--- src/rtl/hazard_mult_ctrl.sv ---
// hazard_mult_ctrl: ID-stage hazard and sequencing controller for the
// 5-stage MIPS-Lite core. It resolves load-use stalls, branch/jump flushes
// and sequences the multi-cycle MULTU unit, including the HI/LO write strobe.
// Only the FSM state and the cycle counter are registered; every output is
// combinational from state/cnt, the ID/EX inputs and rst_n.
module hazard_mult_ctrl #(
    parameter int MULT_CYCLES = 32
) (
    input  logic       clk,
    input  logic       rst_n,
    input  logic [4:0] id_rs,
    input  logic [4:0] id_rt,
    input  logic       id_uses_rs,
    input  logic       id_uses_rt,
    input  logic       id_jump,
    input  logic       id_is_multu,
    input  logic       id_reads_hilo,
    input  logic       ex_mem_read,
    input  logic [4:0] ex_rt,
    input  logic       ex_branch_taken,
    output logic       pc_write,
    output logic       if_id_write,
    output logic       if_id_flush,
    output logic       id_ex_bubble,
    output logic       mult_start,
    output logic       mult_busy,
    output logic       hilo_we
);

    localparam int CW = (MULT_CYCLES > 1) ? $clog2(MULT_CYCLES) : 1;
    localparam logic [CW-1:0] CNT_LOAD = CW'(MULT_CYCLES - 1);

    typedef enum logic {
        IDLE = 1'b0,
        MULT = 1'b1
    } state_t;

    state_t        state, state_next;
    logic [CW-1:0] cnt, cnt_next;

    logic load_use;
    logic hilo_stall;
    logic start_ok;
    logic cnt_done;

    // Hazard terms; register 0 is hardwired so a load to it never interlocks.
    always_comb begin
        load_use   = ex_mem_read && (ex_rt != 5'd0) &&
                     ((id_uses_rs && (id_rs == ex_rt)) ||
                      (id_uses_rt && (id_rt == ex_rt)));
        hilo_stall = (state == MULT) && (id_is_multu || id_reads_hilo);
        start_ok   = (state == IDLE) && id_is_multu && !ex_branch_taken && !load_use;
        cnt_done   = (cnt == '0);
    end

    // State register: reset aborts any running multiply without a write-back.
    always_ff @(posedge clk or negedge rst_n) begin
        if (!rst_n) begin
            state <= IDLE;
            cnt   <= '0;
        end else begin
            state <= state_next;
            cnt   <= cnt_next;
        end
    end

    // Next-state logic: load the counter on acceptance, count down while running.
    always_comb begin
        state_next = state;
        cnt_next   = cnt;
        case (state)
            IDLE: begin
                if (start_ok) begin
                    state_next = MULT;
                    cnt_next   = CNT_LOAD;
                end
            end
            MULT: begin
                if (cnt_done) begin
                    state_next = IDLE;
                end else begin
                    cnt_next = cnt - 1'b1;
                end
            end
            default: begin
                state_next = IDLE;
                cnt_next   = '0;
            end
        endcase
    end

    // Output logic: reset overrides all, then branch flush > stall > jump flush.
    always_comb begin
        pc_write     = 1'b1;
        if_id_write  = 1'b1;
        if_id_flush  = 1'b0;
        id_ex_bubble = 1'b0;
        mult_start   = 1'b0;
        mult_busy    = 1'b0;
        hilo_we      = 1'b0;
        if (!rst_n) begin
            pc_write     = 1'b0;
            if_id_write  = 1'b0;
            if_id_flush  = 1'b1;
            id_ex_bubble = 1'b1;
        end else begin
            if (ex_branch_taken) begin
                if_id_flush  = 1'b1;
                id_ex_bubble = 1'b1;
            end else if (load_use || hilo_stall) begin
                pc_write     = 1'b0;
                if_id_write  = 1'b0;
                id_ex_bubble = 1'b1;
            end else if (id_jump) begin
                if_id_flush  = 1'b1;
            end
            mult_start = start_ok;
            mult_busy  = (state == MULT);
            hilo_we    = (state == MULT) && cnt_done;
        end
    end

endmodule
--- config.mk ---
export PLATFORM = sky130hd
export DESIGN_NAME = hazard_mult_ctrl
export DESIGN_NICKNAME = d
export VERILOG_FILES = /design/src/rtl/hazard_mult_ctrl.sv
export SDC_FILE = /design/constraint.sdc
export NUM_CORES = 1
export LEC_CHECK = 0
export BUFFER_PORTS_ARGS = -buffer_cell sky130_fd_sc_hd__buf_4
export CAP_MARGIN = 20
export CORE_MARGIN = 2
export CORE_UTILIZATION = 35
export DETAILED_ROUTE_END_ITERATION = 10
export PLACE_DENSITY = 0.76
export SLEW_MARGIN = 30
export SYNTH_ARGS = -nofsm -noshare
export SYNTH_HDL_FRONTEND = slang
export SYNTH_SLANG_ARGS = --single-unit
--- constraint.sdc ---
create_clock -name clk -period 2.32 [get_ports clk]
set_clock_uncertainty 0.2 [all_clocks]
set_input_delay 0.116 -clock clk [delete_from_list [all_inputs] [get_ports clk]]
set_output_delay 0.116 -clock clk [all_outputs]
set_load 0.02 [all_outputs]
==> reports/metrics.yaml <==
status: "finished, final reports clean"
core_area_um2: 1489
drive_gt1_share_pct: 44.79
nets: 124
power_w: 0.0006366
p_sw_w: 0.0002369
crit_slowest_cell: "or4b_2"
cts_made_buffers: 3
holdWs_ns: 0.02434
cp_max_fo: 9
drt-wirelength-per-cell_um: 11.54
period_needed_ns: 2.192
cts_htree_levels: 1
die_h_um: 43.62
synth_largest_area_cell: "dfrtp_1"
yosysWarningCount: 0
area_delta_synth_final_pct: 51.03
fillerInstances: 153
synth-seq-area-share_pct: 27.33
route.detailed.drc: 0
yosysTopAreaCellShare_pct: 27.33
antenna_cells: 0
grt_pass1_vias: 524
leakagePower_nw: 0.3738
ir_drop_uv: 586.0
synth_nets: 88
track_usage_pct: 15.07
grt_setup_unrepaired: "false"
drt-initial-drc-count: 7
synth_commonest_cells: "xnor2_1, dfrtp_1, nand2_1, inv_1, o31a_2"
via_per_inst: 5.188
slew_viol_final: 0
tns_ns: 0
setup_violations: 0
num_rows: 14
max_clock_freq_ghz: 0.4561
power.density_nw_per_um2: 767.4
wirelength_um: 1292
postPlaceCellArea_um2: 797.0
setup_ws_ns: 0.1276
root_buffer: "clkbuf_4"
intPower_w: 0.0003997
seqPwrFrac_pct: 32.4
syn_avg_cell_area_um2: 8.859
synth_area_um2: 549.3
ys_ff_latch: 6
max_cap_violations: 0
path_cells: "inv_1 -> ha_1 -> or4b_2 -> and2_1 -> o31a_2"
hold_violations: 0
antenna_found_initial: 0
synthesis.instances: 62
synth-main-ff-cell: "dfrtp_1"
vias: 581
place_ws_ns: 0.07172
tritoncts: "done"
dieArea_um2: 1902
clkSinkCount: 6
pin_count: 31
arrival_ns: 2.12
clk_pin_slew_ns: 0.05
max_stage_delay_ns: 0.62
fin_crit_sh_pct: 94.50
synth-async-reset-ratio_pct: 100.0
dr.pass1.iters: 4
endpoint_kind: "register"
synthTopCellsByArea: "dfrtp_1, xnor2_1, o31a_2, a2111oi_4, ha_1"
start_util_pct: 36.89
final_cell_area_um2: 829.5
cp-start-kind: "register"
grt_pass1_wl_um: 2152
tightest_slew_ns: 0.4062
clock_path_buffers: 2
worstPathRequired_ns: 2.24
grt_overflow: 0
dp_hpwl_um: 1080
netSwitchingFraction_pct: 37.21
die_w_um: 43.62
gp_congestion: 0.8198
p_clk_share_pct: 15.3
r2r_slack_ns: 0.13
yosysMostFrequentCell: "xnor2_1"
postRouteAntennaNets: 0
max_slew_margin_pct: 72.92
clk_latency_ns: 0.25
worstHoldPathType: "in -> async"
power_frac_comb_pct: 52.3
path_class: "reg -> reg"
io_buffer_count: 30
synth_edf_count: 0
grt_max_degree: 12
synth.distinct_cells: 25
==> routing by layer <==
metal  up-vias  track usage [%]  wire, um
met4         0            8.485        20
met2        26            22.65       616
met1       255            19.07       521
met3         3            4.583       134
li1        297                -         -
met5         -                0         0
==> state kept, by name, summed over array words and instances, names as in the netlist <==
name and count:
state 1, cnt 5
==> stage by stage <==
| stage | utilization [%] | instances |
|---|---|---|
| CTS | 55.71 | 112 |
| finish | 55.71 | 112 |
| global placement | 53.53 | 108 |
| floorplan | - | 62 |
| global route | 55.71 | 112 |
| detailed placement | 53.53 | 108 |
==> power by group through the flow <==
stage               combinational [W]  sequential [W]  clock (W)
finish                       0.000333        0.000206  0.0000977
global route                 0.000376        0.000220   0.000107
CTS                          0.000335        0.000207   0.000102
detailed placement           0.000333        0.000208          0
global placement             0.000328        0.000205          0
floorplan                    0.000235        0.000200          0
==> critical path, delay by kind of cell, from the launching register on <==
kind,cells,cell delay [ns]
DFF,1,0.40
adders and majority gates,1,0.14
AOI/OAI and AO/OA,1,0.35
and+or+nand+nor,2,0.89
buffers and inverters,1,0.09
==> cell families (layout without fill, tap and decap cells) <==
| logic type | Yosys count | count (layout) | share of synthesized area (%) |
|---|---|---|---|
| DFF | 6 | 6 | 27.33 |
| adders and majority gates | 2 | 2 | 4.555 |
| xor gates and xnor gates | 10 | 10 | 15.94 |
| and+or+nand+nor | 21 | 21 | 20.96 |
| buffers and inverters | 7 | 41 | 5.695 |
| AOI/OAI and AO/OA | 16 | 16 | 25.51 |
==> layout make-up <==
class | instances | area (um^2) | share of cell area [%]
inverter | 5 | 18.77 | 2.262
multi-input combinational | 49 | 367.9 | 44.34
tap | 16 | 20.02 | 2.413
clock buffer | 3 | 22.52 | 2.715
sequential | 6 | 150.1 | 18.10
timing repair buffer | 33 | 250.2 | 30.17
==> layout by cell type, fill, tap and decap left out, drive strengths merged <==
cell type    netlist  routed
buf                2      32
xnor2             10      10
nand2              6       6
dfrtp              6       6
inv                5       5
o31a               5       5
and2               3       3
nand4              3       3
o21ai              3       3
a31oi              3       3
nor3               3       3
clkbuf             0       3
ha                 2       2
or4b               1       1
o22ai              1       1
or4                1       1
o21a               1       1
a2111oi            1       1
or2                1       1
a311o              1       1
nor2b              1       1
nor2               1       1
a21oi              1       1
and3               1       1
dlygate4sd3        0       1
==> path summary, 6_finish.rpt <==
path | startpoint | endpoint | depth (start not counted)
min reg2reg | cnt[4] | cnt[4] | 1
max | cnt[0] | cnt[1] | 5
min | rst_n | cnt[0] | 2
min in group clk | ex_branch_taken | cnt[2] | 4
max reg2reg | cnt[0] | cnt[1] | 5
max in group asynchronous | rst_n | cnt[1] | 2
==> repair_timing <==
item,in CTS,in global routing
hold endpoints to repair,6,0
hold buffers,1,0
buffers inserted,0,0
endpoints found under the setup margin,0,6
resized for setup,0,1
Power figures use the tool's default switching activity.
